--- config.mk ---
export PLATFORM = sky130hd
export DESIGN_NAME = vec_max_streamer_flat
export DESIGN_NICKNAME = d
export VERILOG_FILES = /design/src/rtl/vec_max_streamer_pkg.sv /design/src/rtl/vec_max_if.sv /design/src/rtl/vec_max_streamer_fifo.sv /design/src/rtl/vec_max_streamer.sv /design/src/flat_wrapper.sv
export SDC_FILE = /design/constraint.sdc
export NUM_CORES = 1
export LEC_CHECK = 0
export CAP_MARGIN = 5
export CORE_ASPECT_RATIO = 0.75
export CORE_MARGIN = 4
export CORE_UTILIZATION = 40
export CTS_BUF_LIST = sky130_fd_sc_hd__clkbuf_2
export DETAILED_ROUTE_END_ITERATION = 10
export DONT_BUFFER_PORTS = 1
export PLACE_DENSITY = 0.53
export RECOVER_POWER = 50
export SYNTH_ARGS = -nofsm -noshare
export SYNTH_HDL_FRONTEND = slang
export SYNTH_SLANG_ARGS = --single-unit
--- constraint.sdc ---
create_clock -name clk -period 2.3 [get_ports clk]
set_input_delay 0.345 -clock clk [delete_from_list [all_inputs] [get_ports clk]]
set_output_delay 0.345 -clock clk [all_outputs]
set_load 0.02 [all_outputs]
--- src/rtl/vec_max_streamer_pkg.sv ---
// -----------------------------------------------------------------------------
// vec_max_streamer_pkg
// Shared types and constants for the per-vector max streamer.
//   - Default frame geometry (vectors per frame, sample width).
//   - FSM state encoding: IDLE=2'd0, RUN=2'd1, DRAIN=2'd2.
//   - idx_width(): width of the argmax index for a given vector length.
// The optional argmax output is enabled with the macro VEC_MAX_ARGMAX_EN.
// -----------------------------------------------------------------------------
package vec_max_streamer_pkg;

  localparam int CFG_IMG_VEC_NUM = 3;
  localparam int CFG_VEC_WIDTH   = 8;

  typedef enum logic [1:0] {
    ST_IDLE  = 2'd0,
    ST_RUN   = 2'd1,
    ST_DRAIN = 2'd2
  } vm_state_e;

  // A single-sample vector still carries a 1-bit index so the port never
  // collapses to zero width.
  function automatic int idx_width(input int vec_len);
    if (vec_len <= 1) begin
      return 1;
    end else begin
      return $clog2(vec_len);
    end
  endfunction

endpackage

--- src/rtl/vec_max_if.sv ---
// -----------------------------------------------------------------------------
// vec_max_if
// Sample input stream and max-value output stream of vec_max_streamer.
//   s_valid/s_ready/s_data           : raw samples into the reducer
//   m_valid/m_ready/m_value/m_last   : per-vector maxima out of the FIFO
//   m_index (VEC_MAX_ARGMAX_EN only) : position of the first maximum
// Modports: slave = streamer view, master = producer/consumer view.
// -----------------------------------------------------------------------------
interface vec_max_if #(
  parameter int VALUE_WIDTH = 8
`ifdef VEC_MAX_ARGMAX_EN
  , parameter int IDX_W = 1
`endif
);

  logic                   s_valid;
  logic                   s_ready;
  logic [VALUE_WIDTH-1:0] s_data;
  logic                   m_valid;
  logic                   m_ready;
  logic [VALUE_WIDTH-1:0] m_value;
  logic                   m_last;
`ifdef VEC_MAX_ARGMAX_EN
  logic [IDX_W-1:0]       m_index;
`endif

  modport slave (
    input  s_valid, s_data, m_ready,
    output s_ready, m_valid, m_value, m_last
`ifdef VEC_MAX_ARGMAX_EN
    , output m_index
`endif
  );

  modport master (
    output s_valid, s_data, m_ready,
    input  s_ready, m_valid, m_value, m_last
`ifdef VEC_MAX_ARGMAX_EN
    , input m_index
`endif
  );

endinterface

--- src/rtl/vec_max_streamer_fifo.sv ---
// -----------------------------------------------------------------------------
// vm_sync_fifo
// Synchronous first-word-fall-through FIFO with a registered head.
//   clk, rst             : clock, synchronous active-high reset
//   wr_en_i, wr_data_i   : push request and data (ignored when full)
//   full_o               : no free entry
//   rd_en_i              : pop request (ignored when empty)
//   rd_data_o            : current head; holds the last head while empty
//   empty_o              : no entry available
// -----------------------------------------------------------------------------
module vm_sync_fifo #(
  parameter int WIDTH = 9,
  parameter int DEPTH = 4
) (
  input  logic             clk,
  input  logic             rst,
  input  logic             wr_en_i,
  input  logic [WIDTH-1:0] wr_data_i,
  output logic             full_o,
  input  logic             rd_en_i,
  output logic [WIDTH-1:0] rd_data_o,
  output logic             empty_o
);

  localparam int PW = $clog2(DEPTH);
  localparam int CW = $clog2(DEPTH + 1);

  logic [WIDTH-1:0] mem_q [DEPTH];
  logic [PW-1:0]    wr_ptr_q, wr_ptr_d;
  logic [PW-1:0]    rd_ptr_q, rd_ptr_d;
  logic [CW-1:0]    count_q, count_d;
  logic [WIDTH-1:0] head_q, head_d;
  logic             push_s, pop_s;

  // Pointer, occupancy and head-register next-state logic.
  always_comb begin
    push_s   = wr_en_i && (count_q != CW'(DEPTH));
    pop_s    = rd_en_i && (count_q != '0);
    wr_ptr_d = wr_ptr_q;
    rd_ptr_d = rd_ptr_q;
    count_d  = count_q;
    head_d   = head_q;

    if (push_s) begin
      wr_ptr_d = wr_ptr_q + PW'(1);
    end else begin
      wr_ptr_d = wr_ptr_q;
    end

    if (pop_s) begin
      rd_ptr_d = rd_ptr_q + PW'(1);
    end else begin
      rd_ptr_d = rd_ptr_q;
    end

    if (push_s && !pop_s) begin
      count_d = count_q + CW'(1);
    end else if (!push_s && pop_s) begin
      count_d = count_q - CW'(1);
    end else begin
      count_d = count_q;
    end

    // The new head is the incoming word whenever it lands in an otherwise
    // empty queue; else it is the storage slot the read pointer will address.
    // An empty queue keeps the previous head visible.
    if (count_d == '0) begin
      head_d = head_q;
    end else if ((count_q == '0) || (pop_s && (count_q == CW'(1)))) begin
      head_d = wr_data_i;
    end else begin
      head_d = mem_q[rd_ptr_d];
    end
  end

  // Control and head registers.
  always_ff @(posedge clk) begin
    if (rst) begin
      wr_ptr_q <= '0;
      rd_ptr_q <= '0;
      count_q  <= '0;
      head_q   <= '0;
    end else begin
      wr_ptr_q <= wr_ptr_d;
      rd_ptr_q <= rd_ptr_d;
      count_q  <= count_d;
      head_q   <= head_d;
    end
  end

  // Entry storage; contents are only read once written, so no reset.
  always_ff @(posedge clk) begin
    if (push_s) begin
      mem_q[wr_ptr_q] <= wr_data_i;
    end
  end

  assign full_o    = (count_q == CW'(DEPTH));
  assign empty_o   = (count_q == '0);
  assign rd_data_o = head_q;

endmodule

--- src/rtl/vec_max_streamer.sv ---
// -----------------------------------------------------------------------------
// vec_max_streamer
// Reduces every VEC_LEN input samples to their unsigned maximum and streams
// IMG_VEC_N maxima per frame through a small FIFO with valid/ready/last.
//   clk, rst    : clock, synchronous active-high reset
//   start       : one-cycle pulse, arms a frame (IDLE only)
//   bus (slave) : s_valid/s_ready/s_data sample input,
//                 m_valid/m_ready/m_value/m_last max output,
//                 m_index when VEC_MAX_ARGMAX_EN is defined
//   busy        : frame in progress (RUN or DRAIN)
//   done        : one-cycle pulse once the last maximum has left the FIFO
// Optional feature macro: VEC_MAX_ARGMAX_EN (argmax index carried with value).
// -----------------------------------------------------------------------------
module vec_max_streamer
  import vec_max_streamer_pkg::*;
#(
  parameter int IMG_VEC_N   = CFG_IMG_VEC_NUM,
  parameter int VALUE_WIDTH = CFG_VEC_WIDTH,
  parameter int VEC_LEN     = 16,
  parameter int FIFO_DEPTH  = 4
) (
  input  logic     clk,
  input  logic     rst,
  input  logic     start,
  vec_max_if.slave bus,
  output logic     busy,
  output logic     done
);

  localparam int EW = $clog2(VEC_LEN + 1);
  localparam int VW = $clog2(IMG_VEC_N + 1);
`ifdef VEC_MAX_ARGMAX_EN
  localparam int IW      = idx_width(VEC_LEN);
  localparam int ENTRY_W = VALUE_WIDTH + 1 + IW;
`else
  localparam int ENTRY_W = VALUE_WIDTH + 1;
`endif

  vm_state_e              state_q, state_d;
  logic [EW-1:0]          elem_cnt_q, elem_cnt_d;
  logic [VW-1:0]          vec_cnt_q, vec_cnt_d;
  logic [VALUE_WIDTH-1:0] run_max_q, run_max_d;
  logic [VALUE_WIDTH-1:0] merged_max_s;
`ifdef VEC_MAX_ARGMAX_EN
  logic [IW-1:0]          run_idx_q, run_idx_d;
  logic [IW-1:0]          merged_idx_s;
`endif
  logic                   last_flag_s;
  logic                   s_ready_s;
  logic                   push_s;
  logic                   done_s;
  logic [ENTRY_W-1:0]     push_data_s;
  logic [ENTRY_W-1:0]     head_s;
  logic                   fifo_full_s;
  logic                   fifo_empty_s;

  // Running maximum merged with the current sample; the first sample of a
  // vector replaces whatever the previous vector left behind.
  always_comb begin
    merged_max_s = run_max_q;
`ifdef VEC_MAX_ARGMAX_EN
    merged_idx_s = run_idx_q;
`endif
    if (elem_cnt_q == '0) begin
      merged_max_s = bus.s_data;
`ifdef VEC_MAX_ARGMAX_EN
      merged_idx_s = '0;
`endif
    end else if (bus.s_data > run_max_q) begin
      // Strict compare: a later equal sample keeps the first position.
      merged_max_s = bus.s_data;
`ifdef VEC_MAX_ARGMAX_EN
      merged_idx_s = IW'(elem_cnt_q);
`endif
    end else begin
      merged_max_s = run_max_q;
`ifdef VEC_MAX_ARGMAX_EN
      merged_idx_s = run_idx_q;
`endif
    end

    last_flag_s = (vec_cnt_q == VW'(IMG_VEC_N - 1));
`ifdef VEC_MAX_ARGMAX_EN
    push_data_s = {merged_idx_s, last_flag_s, merged_max_s};
`else
    push_data_s = {last_flag_s, merged_max_s};
`endif
  end

  // FSM next-state, counters and handshake outputs.
  always_comb begin
    state_d    = state_q;
    elem_cnt_d = elem_cnt_q;
    vec_cnt_d  = vec_cnt_q;
    run_max_d  = run_max_q;
`ifdef VEC_MAX_ARGMAX_EN
    run_idx_d  = run_idx_q;
`endif
    s_ready_s  = 1'b0;
    push_s     = 1'b0;
    done_s     = 1'b0;

    case (state_q)
      ST_IDLE: begin
        if (start) begin
          state_d    = ST_RUN;
          elem_cnt_d = '0;
          vec_cnt_d  = '0;
          run_max_d  = '0;
`ifdef VEC_MAX_ARGMAX_EN
          run_idx_d  = '0;
`endif
        end else begin
          state_d = ST_IDLE;
        end
      end

      ST_RUN: begin
        // Stalling on a full FIFO even mid-vector keeps the final push safe.
        s_ready_s = !fifo_full_s && (vec_cnt_q < VW'(IMG_VEC_N));
        if (s_ready_s && bus.s_valid) begin
          run_max_d = merged_max_s;
`ifdef VEC_MAX_ARGMAX_EN
          run_idx_d = merged_idx_s;
`endif
          if (elem_cnt_q == EW'(VEC_LEN - 1)) begin
            push_s     = 1'b1;
            elem_cnt_d = '0;
            vec_cnt_d  = vec_cnt_q + VW'(1);
            if (last_flag_s) begin
              state_d = ST_DRAIN;
            end else begin
              state_d = ST_RUN;
            end
          end else begin
            elem_cnt_d = elem_cnt_q + EW'(1);
          end
        end else begin
          state_d = ST_RUN;
        end
      end

      ST_DRAIN: begin
        if (fifo_empty_s) begin
          done_s  = 1'b1;
          state_d = ST_IDLE;
        end else begin
          state_d = ST_DRAIN;
        end
      end

      default: begin
        state_d = ST_IDLE;
      end
    endcase
  end

  // State, counter and running-max registers.
  always_ff @(posedge clk) begin
    if (rst) begin
      state_q    <= ST_IDLE;
      elem_cnt_q <= '0;
      vec_cnt_q  <= '0;
      run_max_q  <= '0;
`ifdef VEC_MAX_ARGMAX_EN
      run_idx_q  <= '0;
`endif
    end else begin
      state_q    <= state_d;
      elem_cnt_q <= elem_cnt_d;
      vec_cnt_q  <= vec_cnt_d;
      run_max_q  <= run_max_d;
`ifdef VEC_MAX_ARGMAX_EN
      run_idx_q  <= run_idx_d;
`endif
    end
  end

  vm_sync_fifo #(
    .WIDTH (ENTRY_W),
    .DEPTH (FIFO_DEPTH)
  ) u_fifo (
    .clk       (clk),
    .rst       (rst),
    .wr_en_i   (push_s),
    .wr_data_i (push_data_s),
    .full_o    (fifo_full_s),
    .rd_en_i   (bus.m_ready),
    .rd_data_o (head_s),
    .empty_o   (fifo_empty_s)
  );

  assign bus.s_ready = s_ready_s;
  assign bus.m_valid = !fifo_empty_s;
  assign bus.m_value = head_s[VALUE_WIDTH-1:0];
  assign bus.m_last  = head_s[VALUE_WIDTH];
`ifdef VEC_MAX_ARGMAX_EN
  assign bus.m_index = head_s[ENTRY_W-1 -: IW];
`endif
  assign busy = (state_q == ST_RUN) || (state_q == ST_DRAIN);
  assign done = done_s;

endmodule

--- src/flat_wrapper.sv ---
// flat-port wrapper written by rule: the top's interface ports become plain ports
module vec_max_streamer_flat import vec_max_streamer_pkg::*;
#(
  parameter int IMG_VEC_N   = CFG_IMG_VEC_NUM,
  parameter int VALUE_WIDTH = CFG_VEC_WIDTH,
  parameter int VEC_LEN     = 16,
  parameter int FIFO_DEPTH  = 4
)
  (clk, rst, start, busy, done, bus_s_valid, bus_s_data, bus_m_ready, bus_s_ready, bus_m_valid, bus_m_value, bus_m_last);
  vec_max_if #(.VALUE_WIDTH(VALUE_WIDTH)) bus_i ();
  input  logic clk;
  input  logic rst;
  input  logic start;
  output logic busy;
  output logic done;
  input wire logic [$bits(bus_i.s_valid)-1:0] bus_s_valid;
  input wire logic [$bits(bus_i.s_data)-1:0] bus_s_data;
  input wire logic [$bits(bus_i.m_ready)-1:0] bus_m_ready;
  output wire logic [$bits(bus_i.s_ready)-1:0] bus_s_ready;
  output wire logic [$bits(bus_i.m_valid)-1:0] bus_m_valid;
  output wire logic [$bits(bus_i.m_value)-1:0] bus_m_value;
  output wire logic [$bits(bus_i.m_last)-1:0] bus_m_last;
  assign bus_i.s_valid = bus_s_valid;
  assign bus_i.s_data = bus_s_data;
  assign bus_i.m_ready = bus_m_ready;
  assign bus_s_ready = bus_i.s_ready;
  assign bus_m_valid = bus_i.m_valid;
  assign bus_m_value = bus_i.m_value;
  assign bus_m_last = bus_i.m_last;
  vec_max_streamer #(.IMG_VEC_N(IMG_VEC_N), .VALUE_WIDTH(VALUE_WIDTH), .VEC_LEN(VEC_LEN), .FIFO_DEPTH(FIFO_DEPTH)) u_core (.clk(clk), .rst(rst), .start(start), .bus(bus_i), .busy(busy), .done(done));
endmodule
==> results of run 1 <==
## worst register-to-register path, stage by stage, from the launching register on
cell and delay, ns:
sky130_fd_sc_hd__dfxtp_2 0.39, sky130_fd_sc_hd__inv_4 0.05, sky130_fd_sc_hd__ha_4 0.16, sky130_fd_sc_hd__a21o_4 0.22, sky130_fd_sc_hd__nor4_4 0.27, sky130_fd_sc_hd__buf_4 0.19, sky130_fd_sc_hd__xnor2_4 0.08, sky130_fd_sc_hd__a211oi_4 0.37
sky130_fd_sc_hd__or2_4 0.24, sky130_fd_sc_hd__buf_12 0.13, sky130_fd_sc_hd__a41oi_2 0.07
## flip-flops by register name, summed over array words and instances (netlist names)
name and cells:
u_core.run_max_q 8, u_core.u_fifo.rd_data_o 9, u_core.u_fifo.count_q 3, u_core.elem_cnt_q 5
u_core.vec_cnt_q 2, u_core.u_fifo.rd_ptr_q 2, u_core.u_fifo.mem_q 36, u_core.u_fifo.wr_ptr_q 2
u_core.state_q 2
## synth_stat cells (4+ instances only)
| library cell | n |
|---|---|
| sky130_fd_sc_hd__o32ai_1 | 9 |
| sky130_fd_sc_hd__ha_1 | 24 |
| sky130_fd_sc_hd__mux2_2 | 14 |
| sky130_fd_sc_hd__mux2i_1 | 18 |
| sky130_fd_sc_hd__nand3_1 | 5 |
| sky130_fd_sc_hd__nand2_1 | 39 |
| sky130_fd_sc_hd__a311oi_2 | 7 |
| sky130_fd_sc_hd__clkbuf_1 | 6 |
| sky130_fd_sc_hd__o21ai_0 | 5 |
| sky130_fd_sc_hd__edfxtp_1 | 36 |
| sky130_fd_sc_hd__nor2_1 | 16 |
| sky130_fd_sc_hd__xnor2_1 | 5 |
| sky130_fd_sc_hd__dfxtp_1 | 33 |
| sky130_fd_sc_hd__and2_1 | 5 |
| sky130_fd_sc_hd__a21oi_1 | 13 |
| sky130_fd_sc_hd__nor3_1 | 11 |
| sky130_fd_sc_hd__inv_1 | 22 |
| sky130_fd_sc_hd__o22a_1 | 8 |
| sky130_fd_sc_hd__nand4_1 | 4 |
## final cells by class
| type | count | area, sq um |
|---|---|---|
| Clock buffer | 10 | 50.0 |
| Clock inverter | 6 | 62.6 |
| Fill cell | 778 | 4160 |
| Inverter | 22 | 85.1 |
| Multi-Input combinational cell | 220 | 1890 |
| Sequential cell | 69 | 1750 |
| Tap cell | 108 | 135 |
| Timing Repair Buffer | 53 | 541 |
## layer usage
layer,global-route usage,share of wire
met3,0.0582,0.049
met4,0.0410,0.011
met2,0.235,0.46
met1,0.204,0.48
met5,0,0
## power by group
group	leakage, nW	switching (mW)	internal [mW]	total (mW)
Clock	0.0660	0.446	0.253	0.699
Sequential	0.598	0.179	1.43	1.60
Combinational	1.04	1.37	1.41	2.78
## timing repair
action | in CTS | in global routing
setup buffers | 0 | 14
endpoints found under the hold margin | 28 | 6
hold buffers | 9 | 2
resized for setup | 0 | 48
endpoints found under the setup margin | 0 | 46
## cells by family (layout without fill, tap and decap cells)
kind of cell | after synthesis | in the layout | synth area share
xor gates and xnor gates | 9 | 9 | 0.0268
AOI/OAI and AO/OA | 57 | 57 | 0.132
buffers and inverters | 37 | 91 | 0.0481
adders and majority gates | 24 | 24 | 0.0824
and+or+nand+nor | 97 | 97 | 0.133
DFF | 69 | 69 | 0.478
muxes | 33 | 33 | 0.100
## worst max path at each step
stage                     slack (ns)  cells after the start                                       to
final                           0.02                     10  u_core.u_fifo.rd_data_o[0]$_SDFFE_PP0P_
after global routing           -0.07                     10  u_core.u_fifo.rd_data_o[0]$_SDFFE_PP0P_
after CTS                       0.04                      9  u_core.u_fifo.rd_data_o[3]$_SDFFE_PP0P_
after detailed placement        0.08                      9         u_core.run_max_q[0]$_SDFFE_PP0P_
after global placement          0.08                      9  u_core.u_fifo.rd_data_o[7]$_SDFFE_PP0P_
after floorplan               0.0006                     10  u_core.u_fifo.rd_data_o[8]$_SDFFE_PP0P_
==> results_tabular.tex, run 1 <==
\begin{tabular}{lr}
\hline
Metric & Value \\
\hline
\multicolumn{2}{l}{\textbf{Status}} \\
\quad Result of the run & complete, no violations \\
\multicolumn{2}{l}{\textbf{Layout}} \\
\quad Layout cells sized above 1 & 0.308 \\
\quad Final Util & 0.521 \\
\quad Final Non-Filler Cells & approximately 490 \\
\quad Synthesis-to-layout area growth & 24.0\% \\
\quad \# nets final & 412 \\
\quad Post-route cell area & 4520 sq um \\
\quad Most common cell after layout, fill and taps aside & sky130\_fd\_sc\_hd\_\_nand2\_1 \\
\quad ANT cells & 0 \\
\quad Commonest cells after routing, fill and taps aside & 39 x sky130\_fd\_sc\_hd\_\_nand2\_1, 36 x sky130\_fd\_sc\_hd\_\_edfxtp\_1, 33 x sky130\_fd\_sc\_hd\_\_buf\_4 \\
\multicolumn{2}{l}{\textbf{Clock tree}} \\
\quad Worst skew pair latency & a little over 0.5 ns \\
\quad H-Tree Depth & 3 \\
\quad TritonCTS clock tree & built \\
\quad Post-CTS clock slew at the launch and capture registers of the worst setup and hold paths & roughly 0.19 ns \\
\quad Number of sinks on the clock net & 69 \\
\quad CTS Buf Count & 9 \\
\quad Root buffer cell & sky130\_fd\_sc\_hd\_\_clkbuf\_2 \\
\quad Buffer levels on the longest clock path & 2 \\
\multicolumn{2}{l}{\textbf{Job}} \\
\quad Count of max-cap constraint violations & 0 \\
\multicolumn{2}{l}{\textbf{Place}} \\
\quad Area after DPL & a little under 4000 sq um \\
\quad Final weighted congestion in routability-driven placement & 0.763 \\
\quad Dpl ws & 0.0761 ns \\
\quad Total placed cells including tap cells & 444 \\
\quad Post-detail-place hpwl & 5510 um \\
\quad I/O Buffers & 0 \\
\multicolumn{2}{l}{\textbf{STA}} \\
\quad Rel. slew slack & 0.667 \\
\quad Clock tree skew after final layout & approximately 0.029 ns \\
\quad Count of final max-slew check failures & 0 \\
\quad Worst setup slack after layout & 0.0175 ns \\
\quad Sum of negative setup slack & 0 ns \\
\quad Number of hold-slack violations in the final timing report & 0 \\
\quad Count of final setup violators & 0 \\
\quad Post-Route Hold Slack & 0.0632 ns \\
\quad Ratio of final minimum period to clock period & 0.992 \\
\quad Achievable frequency & 438 MHz \\
\quad Clock period minus worst slack & about 2.3 ns \\
\quad RSZ-0062 raised after global routing & yes \\
\quad Slew at the pin closest to its max-slew limit & 0.492 ns \\
\multicolumn{2}{l}{\textbf{Routing}} \\
\quad Wire length per cell & between 15 and 20 um \\
\quad Total iterations of the first detailed-routing run & 5 \\
\quad Number of nets still failing antenna checks after routing & 0 \\
\quad Number of violations reported at the end of detailed-routing iteration 0 & 118 \\
\quad Routed via count & 2,558 \\
\quad Vias per cell & 5.24 \\
\quad Aggregate routed wire length & 8380 um \\
\quad Remaining routing DRC violations & 0 \\
\multicolumn{2}{l}{\textbf{Critical path}} \\
\quad Slowest-stage cell, CP & sky130\_fd\_sc\_hd\_\_dfxtp\_2 \\
\quad CP Class & flop to flop \\
\quad Endpoint required time on the critical path & 2.69 ns \\
\quad Register-to-register setup slack & 0.02 ns \\
\quad Max incr delay on CP & 0.39 ns \\
\quad Kind of start point of the critical path & flop \\
\quad Worst reg2reg path depth & 10 \\
\quad Data arrival time at the worst-slack endpoint & about 2.7 ns \\
\quad Worst reg2reg endpoint & u\_core.u\_fifo.rd\_data\_o[0]\$\_SDFFE\_PP0P\_ \\
\quad Family with the most delay on the worst path & compound AO/OA/AOI/OAI gates \\
\quad CP bufs+invs & 3 \\
\quad Beginning of the worst register-to-register path & u\_core.u\_fifo.count\_q[0]\$\_SDFF\_PP0\_ \\
\quad Crit path capture type & flop \\
\quad Critical path, cell by cell & inv\_4 > ha\_4 > a21o\_4 > nor4\_4 > buf\_4 > xnor2\_4 > a211oi\_4 > or2\_4 > buf\_12 > a41oi\_2 \\
\quad Largest fanout on the critical path & 5 \\
\quad Start point of the critical path & u\_core.u\_fifo.count\_q[0]\$\_SDFF\_PP0\_ \\
\multicolumn{2}{l}{\textbf{Die}} \\
\quad Die Y & 90.6 um \\
\quad Die X & 118 um \\
\quad Starting Density & 0.420 \\
\quad Floorplan Core Area & 8670 sq um \\
\quad Die footprint & approximately 11,000 sq um \\
\quad Count of pins on the block boundary & 26 \\
\quad Standard-cell row count & 29 \\
\multicolumn{2}{l}{\textbf{Power}} \\
\quad Cell leakage power & between 1.5 and 2 nW \\
\quad Largest voltage drop on the vdd net & about 0.82 mV \\
\quad Overall power of the completed layout & 5.09 mW \\
\quad Power density relative to cell area & 1130 nW/um\^{}2 \\
\multicolumn{2}{l}{\textbf{Yosys}} \\
\quad Predominant post-synthesis flop cell & sky130\_fd\_sc\_hd\_\_edfxtp\_1 \\
\quad Post-Syn Nets & roughly 360 \\
\quad Number of library cell types mapped by synthesis & 53 \\
\quad Number of flops mapped to enable cells by yosys & 36 \\
\quad Portion of the post-synthesis area used by sequential elements & 0.478 \\
\quad Post-synth design cell area & roughly 3600 sq um \\
\quad Post-Synthesis Cells & around 330 \\
\quad Cell taking the most area after synthesis & sky130\_fd\_sc\_hd\_\_edfxtp\_1 \\
\quad Asr flop ratio synth & 0 \\
\quad Yosys synthesis warning count & 0 \\
\quad Flop and latch count out of synthesis & 69 \\
\quad Yosys top cell area share & 0.297 \\
\quad Dominant cells by area after synthesis & sky130\_fd\_sc\_hd\_\_edfxtp\_1 30\%, sky130\_fd\_sc\_hd\_\_dfxtp\_1 18\%, sky130\_fd\_sc\_hd\_\_ha\_1 8.2\%, sky130\_fd\_sc\_hd\_\_mux2i\_1 4.9\%, sky130\_fd\_sc\_hd\_\_mux2\_2 4.3\% \\
\quad Post-synthesis average cell area & 11.2 sq um \\
\multicolumn{2}{l}{\textbf{Hold path}} \\
\quad Worst Min Path Start & bus\_s\_data[0] \\
\quad Hold Crit Depth & 2 \\
\quad Hold EP & u\_core.u\_fifo.rd\_data\_o[0]\$\_SDFFE\_PP0P\_ \\
\quad Hold WC Path Type & input pin to flop \\
\multicolumn{2}{l}{\textbf{Global routing}} \\
\quad Initial antenna violation count & 0 \\
\quad Largest net degree at the start of global routing & 29 \\
\quad Wire length of the first global-routing pass & 12,900 um \\
\quad Via count of the first global-routing pass & 2,470 \\
\quad Grt total ovfl & 0 \\
\quad Global-route usage over all layers & 0.154 \\
\hline
\end{tabular}
Power figures use the tool's default switching activity.
==> run 2, diff against run 1 <==
--- a/config.mk
+++ b/config.mk
@@ -6,13 +6,15 @@
 export NUM_CORES = 1
 export LEC_CHECK = 0
 export CAP_MARGIN = 5
+export CELL_PAD_IN_SITES_DETAIL_PLACEMENT = 1
+export CELL_PAD_IN_SITES_GLOBAL_PLACEMENT = 2
 export CORE_ASPECT_RATIO = 0.75
 export CORE_MARGIN = 4
 export CORE_UTILIZATION = 40
 export CTS_BUF_LIST = sky130_fd_sc_hd__clkbuf_2
 export DETAILED_ROUTE_END_ITERATION = 10
 export DONT_BUFFER_PORTS = 1
-export PLACE_DENSITY = 0.53
+export PLACE_DENSITY = 0.75
 export RECOVER_POWER = 50
 export SYNTH_ARGS = -nofsm -noshare
 export SYNTH_HDL_FRONTEND = slang
==> results_tabular.tex, run 2 (same netlist as run 1, synthesis figures left out) <==
\begin{tabular}{lr}
\hline
Metric & Value \\
\hline
\multicolumn{2}{l}{\textbf{Layout}} \\
\quad Fillers & 933 (was 778) \\
\quad Synthesis-to-layout area growth & 21.1\% (was 24.0\%) \\
\quad Layout cells sized above 1 & 0.309 (was 0.308) \\
\quad Register name with the most flops & u\_core.u\_fifo.mem\_q (unchanged) \\
\quad Largest register FFs & 36 (unchanged) \\
\quad Post-route cell area & 4410 sq um (was 4520 sq um) \\
\quad \# nets final & 407 (was 412) \\
\quad Most common cell after layout, fill and taps aside & sky130\_fd\_sc\_hd\_\_nand2\_1 (unchanged) \\
\quad ANT cells & 0 (unchanged) \\
\quad Commonest cells after routing, fill and taps aside & 39 x sky130\_fd\_sc\_hd\_\_nand2\_1, 36 x sky130\_fd\_sc\_hd\_\_edfxtp\_1, 33 x sky130\_fd\_sc\_hd\_\_buf\_4 (unchanged) \\
\multicolumn{2}{l}{\textbf{Clock tree}} \\
\quad CTS Buf Count & 9 (unchanged) \\
\quad Post-CTS clock slew at the launch and capture registers of the worst setup and hold paths & 0.19 ns (about the same) \\
\quad H-Tree Depth & 3 (unchanged) \\
\quad Worst skew pair latency & 0.53 ns (was 0.51 ns) \\
\quad Number of sinks on the clock net & 69 (unchanged) \\
\quad Buffer levels on the longest clock path & 2 (unchanged) \\
\quad TritonCTS clock tree & built (unchanged) \\
\quad Root buffer cell & sky130\_fd\_sc\_hd\_\_clkbuf\_2 (unchanged) \\
\multicolumn{2}{l}{\textbf{Critical path}} \\
\quad Data arrival time at the worst-slack endpoint & 2.68 ns (was 2.67 ns) \\
\quad CP Class & flop to flop (unchanged) \\
\quad Largest fanout on the critical path & 5 (unchanged) \\
\quad Endpoint required time on the critical path & 2.74 ns (was 2.69 ns) \\
\quad Kind of start point of the critical path & flop (unchanged) \\
\quad Crit path capture type & flop (unchanged) \\
\multicolumn{2}{l}{\textbf{Place}} \\
\quad Area after DPL & 3900 sq um (was 3910 sq um) \\
\quad Post-detail-place hpwl & 6330 um (was 5510 um) \\
\quad I/O Buffers & 0 (unchanged) \\
\quad Dpl ws & -0.0807 ns (was 0.0761 ns) \\
\quad Final weighted congestion in routability-driven placement & 0.779 (was 0.763) \\
\multicolumn{2}{l}{\textbf{Hold path}} \\
\quad Hold WC Path Type & input pin to flop (unchanged) \\
\multicolumn{2}{l}{\textbf{Die}} \\
\quad Die Y & 90.6 um (unchanged) \\
\quad Die X & 118 um (unchanged) \\
\quad Count of pins on the block boundary & 26 (unchanged) \\
\quad Starting Density & 0.420 (unchanged) \\
\quad Standard-cell row count & 29 (unchanged) \\
\quad Die footprint & 10,700 sq um (unchanged) \\
\quad Floorplan Core Area & 8670 sq um (unchanged) \\
\multicolumn{2}{l}{\textbf{Power}} \\
\quad Cell leakage power & 1.65 nW (was 1.71 nW) \\
\quad Largest voltage drop on the vdd net & 0.504 mV (was 0.823 mV) \\
\quad Power density relative to cell area & 1140 nW/um\^{}2 (was 1130 nW/um\^{}2) \\
\multicolumn{2}{l}{\textbf{Routing}} \\
\quad Number of nets still failing antenna checks after routing & 0 (unchanged) \\
\quad Wire length per cell & 19.2 um (was 17.2 um) \\
\quad Number of violations reported at the end of detailed-routing iteration 0 & 78 (was 118) \\
\quad Total iterations of the first detailed-routing run & 4 (was 5) \\
\quad Remaining routing DRC violations & 0 (unchanged) \\
\quad Aggregate routed wire length & 9270 um (was 8380 um) \\
\quad Routed via count & 2,641 (was 2,558) \\
\quad Vias per cell & 5.47 (was 5.24) \\
\multicolumn{2}{l}{\textbf{STA}} \\
\quad Number of hold-slack violations in the final timing report & 0 (unchanged) \\
\quad Worst setup slack after layout & 0.0562 ns (was 0.0175 ns) \\
\quad Clock tree skew after final layout & 0.0241 ns (was 0.0290 ns) \\
\quad Achievable frequency & 446 MHz (was 438 MHz) \\
\quad Rel. slew slack & 0.677 (was 0.667) \\
\quad RSZ-0062 raised after global routing & yes (unchanged) \\
\quad Clock period minus worst slack & 2.24 ns (was 2.28 ns) \\
\quad Count of final max-slew check failures & 0 (unchanged) \\
\quad Post-Route Hold Slack & 0.0721 ns (was 0.0632 ns) \\
\quad Count of final setup violators & 0 (unchanged) \\
\quad Slew at the pin closest to its max-slew limit & 0.483 ns (was 0.492 ns) \\
\quad Ratio of final minimum period to clock period & 0.976 (was 0.992) \\
\multicolumn{2}{l}{\textbf{Global routing}} \\
\quad Wire length of the first global-routing pass & 14,400 um (was 12,900 um) \\
\quad Initial antenna violation count & 0 (unchanged) \\
\quad Grt total ovfl & 0 (unchanged) \\
\quad Global-route usage over all layers & 0.176 (was 0.154) \\
\quad Via count of the first global-routing pass & 2,729 (was 2,470) \\
\quad Largest net degree at the start of global routing & 29 (unchanged) \\
\multicolumn{2}{l}{\textbf{Status}} \\
\quad Result of the run & complete, no violations (unchanged) \\
\multicolumn{2}{l}{\textbf{Job}} \\
\quad Count of max-cap constraint violations & 0 (unchanged) \\
\hline
\end{tabular}
run 2: cell types whose count changed in the layout (fill, tap and decap cells not counted), moves of 3 or more:
cell,previous run,this run
sky130_fd_sc_hd__mux2_2,3,14
sky130_fd_sc_hd__a21oi_2,4,1
sky130_fd_sc_hd__mux2_4,11,0
sky130_fd_sc_hd__dfxtp_2,8,11
sky130_fd_sc_hd__dfxtp_1,25,22
sky130_fd_sc_hd__a21oi_1,9,12
run 2: critical path: stages (launching register included):
cell and delay [ns]:
sky130_fd_sc_hd__dfxtp_2 0.40, sky130_fd_sc_hd__inv_4 0.06, sky130_fd_sc_hd__ha_4 0.18, sky130_fd_sc_hd__a21o_1 0.19, sky130_fd_sc_hd__nor4_4 0.22, sky130_fd_sc_hd__buf_4 0.19, sky130_fd_sc_hd__xnor2_2 0.11, sky130_fd_sc_hd__a211oi_4 0.34
sky130_fd_sc_hd__buf_6 0.17, sky130_fd_sc_hd__nor3_1 0.05, sky130_fd_sc_hd__a311oi_2 0.24
run 2: final cells by class:
type | count | area (sq um) | share of cell area
Multi-Input combinational cell | 220 | 1860 | 0.422
Sequential cell | 69 | 1760 | 0.398
Timing Repair Buffer | 48 | 460 | 0.104
Tap cell | 108 | 135 | 0.0306
Inverter | 22 | 85.1 | 0.0193
Clock inverter | 6 | 62.6 | 0.0142
Clock buffer | 10 | 50.0 | 0.0113
run 2: worst paths after layout:
kind                                       startpoint                                       to  slack (ns)  depth (start not counted)
setup / recovery  u_core.u_fifo.count_q[0]$_SDFF_PP0_  u_core.u_fifo.rd_data_o[3]$_SDFFE_PP0P_        0.06                         10
hold / removal                          bus_s_data[0]         u_core.run_max_q[0]$_SDFFE_PP0P_        0.07                          2
setup reg to reg  u_core.u_fifo.count_q[0]$_SDFF_PP0_  u_core.u_fifo.rd_data_o[3]$_SDFFE_PP0P_        0.06                         10
hold reg to reg     u_core.elem_cnt_q[4]$_SDFFE_PP0P_        u_core.elem_cnt_q[4]$_SDFFE_PP0P_        0.48                          2
run 2: where the power goes:
part,internal (mW),switching [mW]
combinational,1.29,1.41
sequential,1.43,0.189
clock,0.256,0.453
run 2: repair_timing:
item                       in CTS  in global routing
pin swaps                       3                 10
setup endpoints to repair       9                 48
hold endpoints to repair       29                  0
hold buffers                    9                  0
resized for setup              11                 30
cloned                          2                  2
setup buffers                   5                  5
run 2: routing by layer:
metal / up-vias / share of wire / global-route usage
li1: 1282 / - / -
met1: 1318 / 0.49 / 0.229
met2: 30 / 0.46 / 0.285
met3: 11 / 0.030 / 0.0488
met4: 0 / 0.013 / 0.0537
met5: - / 0 / 0
run 2: stage by stage:
stage / TNS, ns / util / power (mW) / std cells
6_report: 0 / 0.509 / 5.02 / 483
5_1_grt: -0.345 / 0.509 / 5.33 / 483
4_1_cts: 0 / 0.484 / 4.78 / 476
3_5_place_dp: -0.622 / 0.450 / 3.89 / 444
3_3_place_gp: 0 / 0.450 / 3.84 / 444
2_1_floorplan: 0 / - / 3.33 / 326
